[src/rtl/vram_arbiter_if.sv]
// Bus bundle between the vram arbiter, the CPU pixel-write path, the VGA fetch path
// and the single-port video RAM.
interface vram_arbiter_if #(
  parameter int ADDR_W     = 16,
  parameter int DATA_W     = 3,
  parameter int FIFO_DEPTH = 4
);
  localparam int LVL_W = $clog2(FIFO_DEPTH) + 1;

  // CPU write port: a write transfers on a rising edge where iCpuValid && oCpuReady;
  // while oCpuReady is low the CPU holds iCpuValid/iCpuAddr/iCpuData stable.
  logic              iCpuValid;
  logic [ADDR_W-1:0] iCpuAddr;
  logic [DATA_W-1:0] iCpuData;
  logic              oCpuReady;

  logic              iVidReq;
  logic [ADDR_W-1:0] iVidAddr;
  logic [DATA_W-1:0] oVidData;
  logic              oVidValid;

  logic [ADDR_W-1:0] oRamAddr;
  logic              oRamWe;
  logic [DATA_W-1:0] oRamData;
  logic [DATA_W-1:0] iRamData;

  logic [LVL_W-1:0]  oFifoLevel;
  logic [1:0]        oDbgGrant;

  modport slave (
    input  iCpuValid, iCpuAddr, iCpuData, iVidReq, iVidAddr, iRamData,
    output oCpuReady, oVidData, oVidValid, oRamAddr, oRamWe, oRamData,
    output oFifoLevel, oDbgGrant
  );

  modport master (
    output iCpuValid, iCpuAddr, iCpuData, iVidReq, iVidAddr, iRamData,
    input  oCpuReady, oVidData, oVidValid, oRamAddr, oRamWe, oRamData,
    input  oFifoLevel, oDbgGrant
  );
endinterface

[src/rtl/vram_arbiter.sv]
// Video-priority arbiter for the single-port video RAM; CPU pixel writes are
// buffered in a small FIFO and drained into cycles the scan-out does not use.
module vram_arbiter #(
  parameter int ADDR_W     = 16,
  parameter int DATA_W     = 3,
  parameter int FIFO_DEPTH = 4
) (
  input logic            Clock,
  input logic            Reset,
  vram_arbiter_if.slave  bus
);
  localparam int PTR_W = $clog2(FIFO_DEPTH);
  localparam int LVL_W = PTR_W + 1;
  localparam int ENT_W = ADDR_W + DATA_W;

  typedef enum logic [1:0] {
    G_NONE = 2'd0,
    G_VID  = 2'd1,
    G_CPU  = 2'd2
  } grant_t;

  logic [ENT_W-1:0]  r_mem [FIFO_DEPTH];
  logic [PTR_W-1:0]  r_wr_ptr;
  logic [PTR_W-1:0]  r_rd_ptr;
  logic [LVL_W-1:0]  r_level;

  grant_t            r_grant;
  logic [ADDR_W-1:0] r_ram_addr;
  logic              r_ram_we;
  logic [DATA_W-1:0] r_ram_data;
  logic [DATA_W-1:0] r_vid_data;
  logic              r_vid_valid;

  logic              w_ready;
  logic              w_push;
  logic              w_pop;
  logic [ENT_W-1:0]  w_head;

  // Ready comes only from the stored level, so a pop on the same edge never
  // admits an extra write and an empty FIFO never forwards straight to the RAM.
  assign w_ready = (r_level < LVL_W'(FIFO_DEPTH));
  assign w_push  = bus.iCpuValid && w_ready;
  assign w_pop   = !bus.iVidReq && (r_level != '0);
  assign w_head  = r_mem[r_rd_ptr];

  always_ff @(posedge Clock) begin
    if (w_push) begin
      r_mem[r_wr_ptr] <= {bus.iCpuAddr, bus.iCpuData};
    end
  end

  always_ff @(posedge Clock or negedge Reset) begin
    if (!Reset) begin
      r_wr_ptr <= '0;
      r_rd_ptr <= '0;
      r_level  <= '0;
    end else begin
      if (w_push) begin
        r_wr_ptr <= r_wr_ptr + PTR_W'(1);
      end
      if (w_pop) begin
        r_rd_ptr <= r_rd_ptr + PTR_W'(1);
      end
      case ({w_push, w_pop})
        2'b10:   r_level <= r_level + LVL_W'(1);
        2'b01:   r_level <= r_level - LVL_W'(1);
        default: r_level <= r_level;
      endcase
    end
  end

  // Grant records what the RAM port does during the next cycle; a fetch issued
  // under G_VID has its read data on iRamData for the following edge.
  always_ff @(posedge Clock or negedge Reset) begin
    if (!Reset) begin
      r_grant     <= G_NONE;
      r_ram_addr  <= '0;
      r_ram_we    <= 1'b0;
      r_ram_data  <= '0;
      r_vid_data  <= '0;
      r_vid_valid <= 1'b0;
    end else begin
      r_vid_valid <= (r_grant == G_VID);
      if (r_grant == G_VID) begin
        r_vid_data <= bus.iRamData;
      end

      if (bus.iVidReq) begin
        r_grant    <= G_VID;
        r_ram_addr <= bus.iVidAddr;
        r_ram_we   <= 1'b0;
      end else if (w_pop) begin
        r_grant    <= G_CPU;
        r_ram_addr <= w_head[ENT_W-1:DATA_W];
        r_ram_data <= w_head[DATA_W-1:0];
        r_ram_we   <= 1'b1;
      end else begin
        r_grant    <= G_NONE;
        r_ram_we   <= 1'b0;
      end
    end
  end

  assign bus.oCpuReady  = w_ready;
  assign bus.oFifoLevel = r_level;
  assign bus.oRamAddr   = r_ram_addr;
  assign bus.oRamWe     = r_ram_we;
  assign bus.oRamData   = r_ram_data;
  assign bus.oVidData   = r_vid_data;
  assign bus.oVidValid  = r_vid_valid;
  assign bus.oDbgGrant  = r_grant;
endmodule

[src/flat_wrapper.sv]
// flat-port wrapper written by rule: the top's interface ports become plain ports
module vram_arbiter_flat 
#(
  parameter int ADDR_W     = 16,
  parameter int DATA_W     = 3,
  parameter int FIFO_DEPTH = 4
)
  (Clock, Reset, bus_iCpuValid, bus_iCpuAddr, bus_iCpuData, bus_iVidReq, bus_iVidAddr, bus_iRamData, bus_oCpuReady, bus_oVidData, bus_oVidValid, bus_oRamAddr, bus_oRamWe, bus_oRamData, bus_oFifoLevel, bus_oDbgGrant);
  vram_arbiter_if #(.ADDR_W(ADDR_W), .DATA_W(DATA_W), .FIFO_DEPTH(FIFO_DEPTH)) bus_i ();
  input logic Clock;
  input logic Reset;
  input wire logic [$bits(bus_i.iCpuValid)-1:0] bus_iCpuValid;
  input wire logic [$bits(bus_i.iCpuAddr)-1:0] bus_iCpuAddr;
  input wire logic [$bits(bus_i.iCpuData)-1:0] bus_iCpuData;
  input wire logic [$bits(bus_i.iVidReq)-1:0] bus_iVidReq;
  input wire logic [$bits(bus_i.iVidAddr)-1:0] bus_iVidAddr;
  input wire logic [$bits(bus_i.iRamData)-1:0] bus_iRamData;
  output wire logic [$bits(bus_i.oCpuReady)-1:0] bus_oCpuReady;
  output wire logic [$bits(bus_i.oVidData)-1:0] bus_oVidData;
  output wire logic [$bits(bus_i.oVidValid)-1:0] bus_oVidValid;
  output wire logic [$bits(bus_i.oRamAddr)-1:0] bus_oRamAddr;
  output wire logic [$bits(bus_i.oRamWe)-1:0] bus_oRamWe;
  output wire logic [$bits(bus_i.oRamData)-1:0] bus_oRamData;
  output wire logic [$bits(bus_i.oFifoLevel)-1:0] bus_oFifoLevel;
  output wire logic [$bits(bus_i.oDbgGrant)-1:0] bus_oDbgGrant;
  assign bus_i.iCpuValid = bus_iCpuValid;
  assign bus_i.iCpuAddr = bus_iCpuAddr;
  assign bus_i.iCpuData = bus_iCpuData;
  assign bus_i.iVidReq = bus_iVidReq;
  assign bus_i.iVidAddr = bus_iVidAddr;
  assign bus_i.iRamData = bus_iRamData;
  assign bus_oCpuReady = bus_i.oCpuReady;
  assign bus_oVidData = bus_i.oVidData;
  assign bus_oVidValid = bus_i.oVidValid;
  assign bus_oRamAddr = bus_i.oRamAddr;
  assign bus_oRamWe = bus_i.oRamWe;
  assign bus_oRamData = bus_i.oRamData;
  assign bus_oFifoLevel = bus_i.oFifoLevel;
  assign bus_oDbgGrant = bus_i.oDbgGrant;
  vram_arbiter #(.ADDR_W(ADDR_W), .DATA_W(DATA_W), .FIFO_DEPTH(FIFO_DEPTH)) u_core (.Clock(Clock), .Reset(Reset), .bus(bus_i));
endmodule
[config.mk]
export PLATFORM = sky130hd
export DESIGN_NAME = vram_arbiter_flat
export DESIGN_NICKNAME = d
export VERILOG_FILES = /design/src/rtl/vram_arbiter_if.sv /design/src/rtl/vram_arbiter.sv /design/src/flat_wrapper.sv
export SDC_FILE = /design/constraint.sdc
export NUM_CORES = 1
export LEC_CHECK = 0
export CAP_MARGIN = 20
export CORE_UTILIZATION = 56
export DETAILED_ROUTE_END_ITERATION = 7
export GPL_ROUTABILITY_DRIVEN = 0
export PLACE_DENSITY_LB_ADDON = 0.15
export SLEW_MARGIN = 20
export SYNTH_ARGS = -nofsm -noshare
export SYNTH_HDL_FRONTEND = slang
export SYNTH_SLANG_ARGS = --single-unit
[constraint.sdc]
create_clock -name Clock -period 5.4 [get_ports Clock]
set_clock_uncertainty 0.15 [all_clocks]
set_input_delay 1.08 -clock Clock [delete_from_list [all_inputs] [get_ports Clock]]
set_output_delay 1.08 -clock Clock [all_outputs]
set_load 0.03 [all_outputs]
==> flow_summary.json <==
{
  "hp-class": "flop to flop",
  "hold_viol": 0,
  "switching_share_pct": 33.6,
  "tns_ns": 0,
  "cp-end-kind": "flop",
  "syn_inst": 221,
  "power.density_nw_per_um2": 486,
  "use_met3_pct": 3.73,
  "critical_path_class": "input pin to flop",
  "cts_hold_buf": 0,
  "top_usage_layer": "met2",
  "cts_resized": 0,
  "syn-mean-instance-area_um2": 19.0,
  "dieArea_um2": 7870,
  "initial_utilization_pct": 58.0,
  "syn_to_final_growth_pct": 22.9,
  "netlist.area_leader.share_pct": 54.2,
  "cts-htree-levels": 3,
  "place_hpwl_mm": 4.71,
  "tightest_slew_ns": 1.03,
  "vdd_ir_drop_max_uv": 262,
  "yosys_warnings": 0,
  "intPower_mw": 1.67,
  "setup_viol": 0,
  "startpoint_type": "input pin",
  "synth_top_area_cell": "edfxtp_1",
  "slew_viol_final": 0,
  "ant_nets": 0,
  "viasPerCell": 5.38,
  "place_area_um2": 4990,
  "cts_tree": "done",
  "cp_max_fo": 21,
  "combPwrFrac_pct": 35.0,
  "grtUsageMet1_pct": 28.3,
  "power.clock.fraction_pct": 17.4,
  "seq_area_frac_synth_pct": 73.2,
  "cap_violations": 0,
  "hold-worst-slack_ns": 0.365,
  "pre_cts_slack_ns": 1.71,
  "antennaDiodeCount": 0,
  "critPathSlowestCell": "or2_1",
  "p_sw_mw": 0.843,
  "post-cts-setup-buffer-count": 0,
  "globalRouteTotalUtil_pct": 20.3,
  "pin_count": 72,
  "period_share_pct": 60.9,
  "path_clk_slew_ns": 0.10,
  "finalWirelength_mm": 7.15,
  "first_pass_iters": 4,
  "clockBufferDepth": 2,
  "min-delay-start": "u_core.bus.oVidData[2]",
  "fp-row-count": 31,
  "portBuffers": 71,
  "clockRootBuffer": "clkbuf_8",
  "ff_latch_area_um2": 3080,
  "grt_max_degree": 33,
  "drt-initial-drc-count": 95,
  "p_leak_nw": 1.85,
  "die_w_um": 88.7,
  "drc_errors": 0,
  "cts_num_sinks": 108,
  "fillCellCount": 490,
  "utilization_pct": 71.3,
  "reg2reg_from": "u_core.bus.oFifoLevel[0]",
  "grt-ovfl-total": 0,
  "syn_area_um2": 4210,
  "multi_input_area_um2": 981,
  "dr_total_vias": 2152,
  "cp_cell_sequence": "clkdlybuf4s50_1 > buf_4 > or2_1 > inv_4 > ha_1 > inv_1 > fa_1 > mux2i_1",
  "grt_pass1_vias": 2145,
  "insertion_delay_ns": 0.36,
  "p_seq_share_pct": 47.6,
  "period_needed_ns": 3.29,
  "path_delay_family": "buffers and inverters",
  "design_area_um2": 5170,
  "setup.worst_path.start": "bus_iVidReq",
  "synthesis.nets": 269,
  "antenna_found_initial": 0,
  "drive_gt1_share_pct": 17.3,
  "fin_nets": 344,
  "grt_pass1_wl_mm": 11.1,
  "fp.coreArea_um2": 7250,
  "worstPathArrival_ns": 3.42,
  "rsz0062_at_grt": "false",
  "setup_slack_ns": 2.11,
  "synth-seq-cells": 108,
  "crit_path_max_incr_delay_ns": 0.62,
  "timing.slew.headroom_pct": 31.5,
  "numCtsBuffers": 9,
  "final_common_cell": "edfxtp_1",
  "mostFrequentLayoutCells": "edfxtp_1, clkdlybuf4s50_1, dfrtp_1",
  "status": "complete, no violations",
  "critPathBufInv": 4,
  "die-height_um": 88.7,
  "synth_cell_types": 29,
  "max_freq_mhz": 304,
  "grt.met2_usage_pct": 31.5,
  "synth_area_leaders": "edfxtp_1, dfrtp_1, mux4_2",
  "routedWlPerCell_um": 17.9,
  "worstPathRequired_ns": 5.53
}
[routing by layer]
layer	part of all wire, %	wire length [um]
met1	44	3170
met2	50	3570
met3	4.1	294
met4	1.7	125
met5	0	0
[worst reg2reg max path, cell delays in order (launching register included)]
cell and delay (ns):
dfrtp_1 0.50, nor3_2 0.28, or2_1 0.61, inv_4 0.13
ha_1 0.26, inv_1 0.07, fa_1 0.41, mux2i_1 0.14
[registers in the layout (all words and copies together) (netlist names)]
register	count
u_core.bus.oDbgGrant	2
u_core.bus.oRamAddr	16
u_core.bus.oVidValid	1
u_core.bus.oVidData	3
u_core.r_rd_ptr	2
u_core.bus.oFifoLevel	3
u_core.bus.oRamData	3
u_core.r_mem	76
u_core.r_wr_ptr	2
[logic make-up (layout without fill, tap and decap cells)]
| logic type | after synthesis | count (layout) | share of synthesized area [%] |
|---|---|---|---|
| AOI/OAI and AO/OA | 27 | 27 | 4.70 |
| xor gates and xnor gates | 6 | 6 | 1.25 |
| muxes | 26 | 26 | 12.3 |
| adders and majority gates | 6 | 6 | 1.96 |
| buffers and inverters | 29 | 109 | 3.45 |
| and+or+nand+nor | 19 | 19 | 3.12 |
| DFF | 108 | 108 | 73.2 |
[metrics by stage]
step	cells	power (mW)
after floorplan	221	1.79
after global placement	384	2.09
after detailed placement	384	2.11
after CTS	400	2.55
after global routing	400	2.65
final	400	2.51
[worst paths after layout]
kind	end	slack, ns	cells past startpoint
worst max register to register	u_core.bus.oFifoLevel[1]	2.78	7
worst max-delay path	u_core.bus.oFifoLevel[1]	2.11	8
worst min-delay path	u_core.bus.oVidData[2]	0.37	1
min in group asynchronous	u_core.bus.oFifoLevel[0]	0.96	2
max in group asynchronous	u_core.bus.oRamAddr[2]	3.84	2
worst min register to register	u_core.bus.oVidData[2]	0.37	1
[power by group through the flow]
stage	logic (mW)	clock network [mW]	registers [mW]
after floorplan	0.477	0	1.32
after global placement	0.878	0	1.21
after detailed placement	0.894	0	1.22
after CTS	0.893	0.451	1.20
after global routing	0.955	0.482	1.22
final	0.879	0.437	1.20
[cell usage after synthesis]
library cell  count
nand2b_1          7
nor2b_1           2
ha_1              5
nor3_1            1
xnor2_1           4
clkbuf_1          2
buf_2             3
nand2_1           1
o21ai_1          10
edfxtp_1         76
fa_1              1
o21ai_0           1
buf_6             3
xor2_1            2
mux2i_1           1
inv_4             1
dfrtp_1          32
nor2_1            1
a22oi_1          10
and2_1            4
o221a_2           6
mux4_2           19
nor4_4            1
mux2_2            3
or2_1             1
mux2_4            3
nor3_2            1
inv_1            18
buf_4             2
[layout make-up]
class	instances	area share, %
sequential	108	59.6
multi-input combinational	84	19.0
timing repair buffer	74	14.2
clock buffer	9	2.40
tap	99	2.40
inverter	19	1.43
clock inverter	7	1.02
Power figures use the tool's default switching activity.
